--- config.mk ---
export PLATFORM = sky130hd
export DESIGN_NAME = pipeline_halt_unit
export DESIGN_NICKNAME = d
export VERILOG_FILES = /design/src/rtl/pipeline_halt_unit.sv
export SDC_FILE = /design/constraint.sdc
export NUM_CORES = 1
export LEC_CHECK = 0
export ABC_AREA = 1
export ABC_CLOCK_PERIOD_IN_PS = 3900
export BUFFER_PORTS_ARGS = -buffer_cell sky130_fd_sc_hd__clkbuf_2
export CAP_MARGIN = 20
export CORE_MARGIN = 1.5
export CORE_UTILIZATION = 40
export CTS_CLUSTER_DIAMETER = 60
export DETAILED_ROUTE_END_ITERATION = 16
export PLACE_DENSITY = 0.58
export SYNTH_ARGS = -nofsm -noshare
export SYNTH_HDL_FRONTEND = slang
export SYNTH_SLANG_ARGS = --single-unit
--- constraint.sdc ---
create_clock -name clk -period 3.9 [get_ports clk]
set_input_delay 0.195 -clock clk [delete_from_list [all_inputs] [get_ports clk]]
set_output_delay 0.195 -clock clk [all_outputs]
set_load 0.005 [all_outputs]
--- src/rtl/pipeline_halt_unit.sv ---
// Bubble/halt injector between decode and the Controller: inserts NOPs for
// control transfers, load-use hazards and debug halt, and counts stall cycles.
module pipeline_halt_unit #(
   parameter int               OPC_W        = 7,
   parameter int               REG_W        = 5,
   parameter int               CNT_W        = 3,
   parameter int               BR_BUBBLES   = 2,
   parameter int               JAL_BUBBLES  = 1,
   parameter int               JALR_BUBBLES = 2,
   parameter int               LD_BUBBLES   = 1,
   parameter logic [OPC_W-1:0] NOP_OPC      = 7'b0010011,
   parameter int               STAT_W       = 32
) (
   input  logic              clk,
   input  logic              reset,
   input  logic              id_valid,
   input  logic [OPC_W-1:0]  id_opcode,
   input  logic [REG_W-1:0]  id_rs1,
   input  logic [REG_W-1:0]  id_rs2,
   input  logic              ex_memread,
   input  logic [REG_W-1:0]  ex_rd,
   input  logic              halt_req,
   output logic [OPC_W-1:0]  opcode_out,
   output logic              stall_if,
   output logic              bubble,
   output logic              halted,
   output logic [CNT_W-1:0]  bubble_cnt,
   output logic [STAT_W-1:0] stall_cycles,
   output logic [1:0]        state_dbg
);

   typedef enum logic [1:0] {
      ST_RUN    = 2'd0,
      ST_BUBBLE = 2'd1,
      ST_HALT   = 2'd2
   } state_t;

   localparam logic [OPC_W-1:0] OPC_BR   = OPC_W'(7'b1100011);
   localparam logic [OPC_W-1:0] OPC_JAL  = OPC_W'(7'b1101111);
   localparam logic [OPC_W-1:0] OPC_JALR = OPC_W'(7'b1100111);

   localparam logic [CNT_W-1:0] BR_N      = CNT_W'(BR_BUBBLES);
   localparam logic [CNT_W-1:0] JAL_N     = CNT_W'(JAL_BUBBLES);
   localparam logic [CNT_W-1:0] JALR_N    = CNT_W'(JALR_BUBBLES);
   localparam logic [CNT_W-1:0] LD_RELOAD = CNT_W'(LD_BUBBLES - 1);
   localparam logic             LD_EN     = (LD_BUBBLES > 0);
   localparam logic             LD_MULTI  = (LD_BUBBLES > 1);

   state_t            state_q, state_d;
   logic [CNT_W-1:0]  cnt_q, cnt_d;
   logic              lu_mode_q, lu_mode_d;
   logic [STAT_W-1:0] stall_cycles_q, stall_cycles_d;

   logic [CNT_W-1:0]  ctrl_n;
   logic              lu;

   always_comb begin
      ctrl_n = '0;
      case (id_opcode)
         OPC_BR:   ctrl_n = BR_N;
         OPC_JAL:  ctrl_n = JAL_N;
         OPC_JALR: ctrl_n = JALR_N;
         default:  ctrl_n = '0;
      endcase
   end

   assign lu = LD_EN & id_valid & ex_memread & (ex_rd != '0) &
               ((ex_rd == id_rs1) | (ex_rd == id_rs2));

   always_comb begin
      state_d    = state_q;
      cnt_d      = cnt_q;
      lu_mode_d  = lu_mode_q;
      opcode_out = NOP_OPC;
      stall_if   = 1'b0;
      bubble     = 1'b0;
      halted     = 1'b0;

      case (state_q)
         ST_RUN: begin
            if (halt_req) begin
               bubble   = 1'b1;
               stall_if = 1'b1;
               state_d  = ST_HALT;
            end else if (lu) begin
               // Single-bubble load-use stays in RUN so the held op re-checks next cycle.
               bubble   = 1'b1;
               stall_if = 1'b1;
               if (LD_MULTI) begin
                  cnt_d     = LD_RELOAD;
                  state_d   = ST_BUBBLE;
                  lu_mode_d = 1'b1;
               end
            end else if (id_valid && (ctrl_n != '0)) begin
               opcode_out = id_opcode;
               cnt_d      = ctrl_n;
               state_d    = ST_BUBBLE;
               lu_mode_d  = 1'b0;
            end else begin
               opcode_out = id_valid ? id_opcode : NOP_OPC;
               bubble     = ~id_valid;
            end
         end
         ST_BUBBLE: begin
            // Fetch keeps running down a redirected path unless this is a load-use wait.
            bubble   = 1'b1;
            stall_if = lu_mode_q;
            if (cnt_q <= CNT_W'(1)) begin
               state_d   = ST_RUN;
               cnt_d     = '0;
               lu_mode_d = 1'b0;
            end else begin
               cnt_d = cnt_q - CNT_W'(1);
            end
         end
         ST_HALT: begin
            bubble   = 1'b1;
            stall_if = 1'b1;
            halted   = 1'b1;
            if (!halt_req) state_d = ST_RUN;
         end
         default: begin
            state_d   = ST_RUN;
            cnt_d     = '0;
            lu_mode_d = 1'b0;
         end
      endcase

      if (!reset) begin
         opcode_out = NOP_OPC;
         stall_if   = 1'b0;
         bubble     = 1'b0;
         halted     = 1'b0;
      end

      stall_cycles_d = stall_cycles_q;
      if (bubble && (stall_cycles_q != '1)) stall_cycles_d = stall_cycles_q + STAT_W'(1);
   end

   always_ff @(posedge clk or negedge reset) begin
      if (!reset) begin
         state_q        <= ST_RUN;
         cnt_q          <= '0;
         lu_mode_q      <= 1'b0;
         stall_cycles_q <= '0;
      end else begin
         state_q        <= state_d;
         cnt_q          <= cnt_d;
         lu_mode_q      <= lu_mode_d;
         stall_cycles_q <= stall_cycles_d;
      end
   end

   assign bubble_cnt   = cnt_q;
   assign stall_cycles = stall_cycles_q;
   assign state_dbg    = state_q;

endmodule

== After elaboration in Yosys (flattened, before gate mapping) ==
Cells that the tools add are included.
Word-level totals
  word-level logic and storage cells: 72
  register bits: 38
  bits of input ports: 27
  output and inout port bits: 47
Cells by class
  eq/ne operators: 15
  order comparisons: 1
  reductions and logical operators: 10
  bitwise gates (word level): 6
  add/subtract/negate cells: 2
  mux-type cells: 34
Operator list (number)
  7-bit two-way mux: 6
  32-bit by 1-bit adder with 32-bit output (second input constant): 1
  32-bit != test (second input constant): 1
  7-bit == test (second input constant): 3
  1-bit two-way mux: 13
  3-bit two-way mux: 4
  5-bit == test: 2
  2-bit two-way mux: 5
  2-bit != test (second input constant): 5
  3-bit case mux with 3 select lines: 1
  4-bit AND reduction: 2
  3-bit != test (second input constant): 2
  1-bit case mux with 3 select lines: 2
  2-bit case mux with 3 select lines: 1
  5-bit AND reduction: 1
  5-bit nonzero test: 1
  2-bit case mux with 2 select lines: 1
  2-bit OR reduction: 2
  1-bit bitwise AND: 3
  3-bit by 1-bit <= comparator with 1-bit output (second input constant): 1
  3-bit nonzero test: 1
  3-bit by 1-bit subtractor with 3-bit output (second input constant): 1
  2-bit by 1-bit == test with 1-bit output (second input constant): 1
  2-bit == test (second input constant): 1
  5 further kinds: 7

== Logic depth before layout (Yosys ltp) ==
  word-level depth: 11
  gate-level depth with buffers: 14

== Worst setup path before layout ==
OpenSTA, ideal clock, no wires.
  kind: reg2reg
  start point: register stall_cycles_q[0], in the netlist stall_cycles[0]
  end point: register stall_cycles_q[27], in the netlist stall_cycles[27]
  slack: 2.205 ns
  setup time: 0.117 ns
  clock period less this slack: 1.695 ns
  cell stages (with the launch flop): 12
  arrival: 1.578 ns
  path through: dfrtp_1 > ha_1 > nand2_2 > nor2_4 > nand4_2 > nor2_2 > nand4_4 > buf_6 > nand2_1 > inv_2 > nand4_1 > nand2_1
On the way
  word-level cells in the longest chain between the ends: 2
  elaborated cells between the ends (all ways): 3
Ends and longest elaborated chain
  from (decl): RTL line 52  | logic [STAT_W-1:0] stall_cycles_q, stall_cycles_d;
  from (signal assigned): RTL line 150  | stall_cycles_q <= stall_cycles_d;
  branches (longest 2 deep; another with 32-bit by 1-bit adder with 32-bit output)
Parallel ways; which one is timed is not known.
A chain may end at the register's enable or synchronous reset.

== Worst setup path in the final report ==
  start point: register state_q[0], in the netlist state_dbg[0]
  end point: output port opcode_out[3]
On the way
  word-level cells in the longest chain between the ends: 3
Ends and longest elaborated chain
  from (decl): RTL line 49  | state_t state_q, state_d;
  from (signal assigned): RTL line 147  | state_q <= state_d;
  2-bit logical NOT: RTL line 79  | case (state_q)
  7-bit two-way mux: RTL line 79
  7-bit two-way mux: RTL line 129  | if (!reset) begin
  to (decl): RTL line 23  | output logic [OPC_W-1:0] opcode_out,
No other way between the ends.

==> metrics.md <==
| Metric | Value |
|---|---|
| Status | finished clean |
| # H-tree levels | 2 |
| Die Y | 91.3 um |
| Fin. max-slew vios | 0 |
| Total wire length | 7620 um |
| Fmax | 438 MHz |
| Clk sink count | 37 |
| Synth Area per Inst | 6.48 um^2 |
| Yosys warning count | 0 |
| Setup tns final | 0 ns |
| Die width | 91.3 um |
| Gr ovfl total | 0 |
| Routed Antenna Nets | 0 |
| Root buffer cell | clkbuf_8 |
| Synth async-reset ratio | 1.00 |
| Power Dens Cells | 340 nW/um^2 |
| FF+latch count, synth | 37 |
| Largest net degree at the start of global routing | 56 |
| Power Internal | 0.000713 W |
| Placed inst area | 3540 um^2 |
| Num CTS Buffers | 5 |
| RSZ-0062 raised after global routing | false |
| Fin Clk Skew | 0.0119 ns |
| Met1 usage | 0.267 |
| Arr. time, crit path | 2.09 ns |
| R2R Setup Slk | 1.84 ns |
| Sequential share of power | 0.379 |
| Worst setup EP type | primary output |
| WS Path Type | reg2out |
| Clock share of power | 0.223 |
| Average vias per placed instance | 4.83 |
| Crit-path max FO | 7 |
| Worst slew pin tran | 0.594 ns |
| Row count | 32 |
| Endpoints failing setup | 0 |
| Fin crit share | 0.586 |
| GPL Wtd Cong | 0.811 |
| Yosys cell types | 35 |
| Hold Fails Final Rpt | 0 |
| CTS tree | done |
| First-pass GRT wire length | 13500 um |
| Clk slew on worst S/H paths | 0.06 ns |
| Post-Syn Instances | 481 |
| Share of cells above drive strength 1 | 0.234 |
| Syn Nets | 515 |
| Mapped cell area | 3120 um^2 |
| Diode count | 0 |
| Drt first pass iters | 4 |
| Met2 Use GR | 0.323 |
| Worst relative slew slack | 0.603 |
| Die ar. | 8340 um^2 |
| Met3 Use GR | 0.0276 |
| Clk Latency, worst-skew pair | 0.29 ns |
| I/O pins | 74 |
| Starting Density | 0.408 |
| Final instance area | 3630 um^2 |
| DRT iter0 DRCs | 136 |
| CORE AREA | 7650 um^2 |
| Fillers | 800 |
| Hold path depth | 3 |
| Top Usage Layer GRT | met2 |
| Initial antenna violation count | 0 |
| Req. time, crit path | 3.70 ns |
| Tot GR Track Use | 0.195 |
| Min Clock Period, post-route | 2.28 ns |
| Sw Share | 0.423 |
| Combinational power share | 0.398 |
| Hold Path Class | in2reg |
| Critical Path Start Type | flip-flop |
| Seq/Total Area, Yosys | 0.297 |
| DPL Wire Length | 5870 um |
| # DRC | 0 |
| Number of synthesized flops with an enable pin | 0 |
| R2r worst-path depth | 9 |
| Net Switching | 0.000523 W |
| Maximum vdd drop | 0.290 mV |
| NumNets Final | 585 |
| Total number of vias | 3156 |
| Clock Path Buffers | 2 |
| PortBufs | 73 |
| Max cap viols | 0 |
| Ys flop type | dfrtp_1 |
| Leak Pwr | 2.01 nW |
| Vias in the first global route | 2962 |
| Layout area overhead | 16.5% |
| DR WL/cell | 11.7 um |
==> area by class of cell <==
class / count / area (um^2) / area share
Multi-Input combinational cell: 337 / 1750 / 0.482
Inverter: 94 / 353 / 0.0971
Timing Repair Buffer: 76 / 390 / 0.107
Tap cell: 102 / 128 / 0.0351
Sequential cell: 37 / 926 / 0.255
Clock buffer: 7 / 86.3 / 0.0238
==> repair_timing <==
| item | CTS | global route |
|---|---|---|
| hold buffers | 1 | 0 |
| setup buffers | 0 | 0 |
| resized for setup | 0 | 0 |
| endpoints found under the hold margin | 27 | 0 |
==> through the flow <==
step / util / std cells / setup slack (ns) / total power, W / hold WS (ns)
final: 0.475 / 653 / 1.62 / 0.00124 / 0.227
after global routing: 0.475 / 653 / 1.38 / 0.00134 / 0.267
after CTS: 0.475 / 653 / 1.61 / 0.00125 / 0.224
after detailed placement: 0.463 / 645 / 1.85 / 0.000974 / 0.306
after global placement: 0.463 / 645 / 1.87 / 0.000964 / 0.303
after floorplan: - / 481 / 2.20 / 0.000891 / -0.101
==> cell families (layout without fill, tap and decap cells) <==
kind of cell,count (synthesis),in the layout,synth area share
flip-flops,37,37,0.297
XOR/XNOR,11,11,0.0309
adder cells (fa/ha/maj),7,7,0.0281
AND/OR/NAND/NOR,305,305,0.473
AO/OA/AOI/OAI,14,14,0.0273
buffers and inverters,107,177,0.144
==> per-layer routing <==
layer | vias up | part of all wire
li1 | 1650 | -
met4 | 0 | 0.010
met5 | - | 0
met1 | 1424 | 0.49
met3 | 9 | 0.043
met2 | 73 | 0.45
==> power by group through the flow <==
stage / Clock, W / Sequential, W / Combinational, W
5_1_grt: 0.000303 / 0.000477 / 0.000560
3_3_place_gp: 0 / 0.000475 / 0.000489
6_report: 0.000276 / 0.000468 / 0.000493
3_5_place_dp: 0 / 0.000476 / 0.000498
2_1_floorplan: 0 / 0.000472 / 0.000419
4_1_cts: 0.000285 / 0.000469 / 0.000500
==> cell usage in the layout (no fill, tap or decap) <==
| cell | netlist | final |
|---|---|---|
| nor3_4 | 1 | 1 |
| buf_4 | 0 | 2 |
| clkbuf_2 | 0 | 73 |
| nor3b_1 | 1 | 1 |
| nand3b_1 | 1 | 1 |
| nor3b_2 | 1 | 1 |
| nor2_4 | 3 | 4 |
| inv_2 | 17 | 17 |
| inv_1 | 77 | 77 |
| nand4_1 | 39 | 39 |
| nor2_1 | 43 | 42 |
| o21ai_0 | 5 | 5 |
| nand2_4 | 1 | 1 |
| a41oi_1 | 1 | 1 |
| nor3_1 | 9 | 9 |
| a21boi_0 | 2 | 2 |
| and3_1 | 1 | 1 |
| nand4_4 | 1 | 1 |
| ha_1 | 7 | 7 |
| clkbuf_1 | 5 | 1 |
| nor4_1 | 1 | 1 |
| nand3_4 | 1 | 1 |
| o21ai_2 | 1 | 1 |
| nand3_2 | 2 | 2 |
| nand4_2 | 3 | 3 |
| nand3_1 | 35 | 35 |
| a21oi_1 | 3 | 3 |
| nor2_2 | 4 | 4 |
| nand2_2 | 11 | 11 |
| clkbuf_8 | 0 | 6 |
| xor2_1 | 4 | 4 |
| nand2_1 | 146 | 146 |
| nor3_2 | 1 | 1 |
| o22ai_1 | 2 | 2 |
| dlygate4sd3_1 | 0 | 1 |
| dfrtp_1 | 37 | 37 |
| xnor2_1 | 7 | 7 |
==> synthesized netlist by cell type (3+ instances only) <==
cell      number  area (um^2)
nand2_1      146          548
inv_1         77          289
nor2_1        43          161
nand4_1       39          244
dfrtp_1       37          926
nand3_1       35          175
inv_2         17         63.8
nand2_2       11         68.8
nor3_1         9         45.0
ha_1           7         87.6
xnor2_1        7         61.3
buf_6          6         67.6
clkbuf_1       5         18.8
o21ai_0        5         25.0
nor2_2         4         25.0
xor2_1         4         35.0
a21oi_1        3         15.0
nand4_2        3         37.5
nor2_4         3         33.8
==> flip-flops by register name, indices dropped and copies added (netlist names) <==
name / count
bubble_cnt: 3
state_dbg: 2
stall_cycles: 32
==> critical path, stage by stage (launching register included) <==
cell and delay (ns):
dfrtp_1 0.42, inv_1 0.10, ha_1 0.23, inv_1 0.14, nor3_1 0.43, inv_1 0.13
nor3_1 0.20, clkbuf_2 0.14
==> worst paths after layout <==
kind	end	start
hold / removal	state_dbg[1]	halt_req
hold reg to reg	stall_cycles[31]	stall_cycles[31]
max in group asynchronous	stall_cycles[8]	reset
setup reg to reg	stall_cycles[12]	stall_cycles[0]
min in group asynchronous	stall_cycles[21]	reset
setup / recovery	opcode_out[3]	state_dbg[0]
Note: power is estimated with default switching activity, not from simulation.
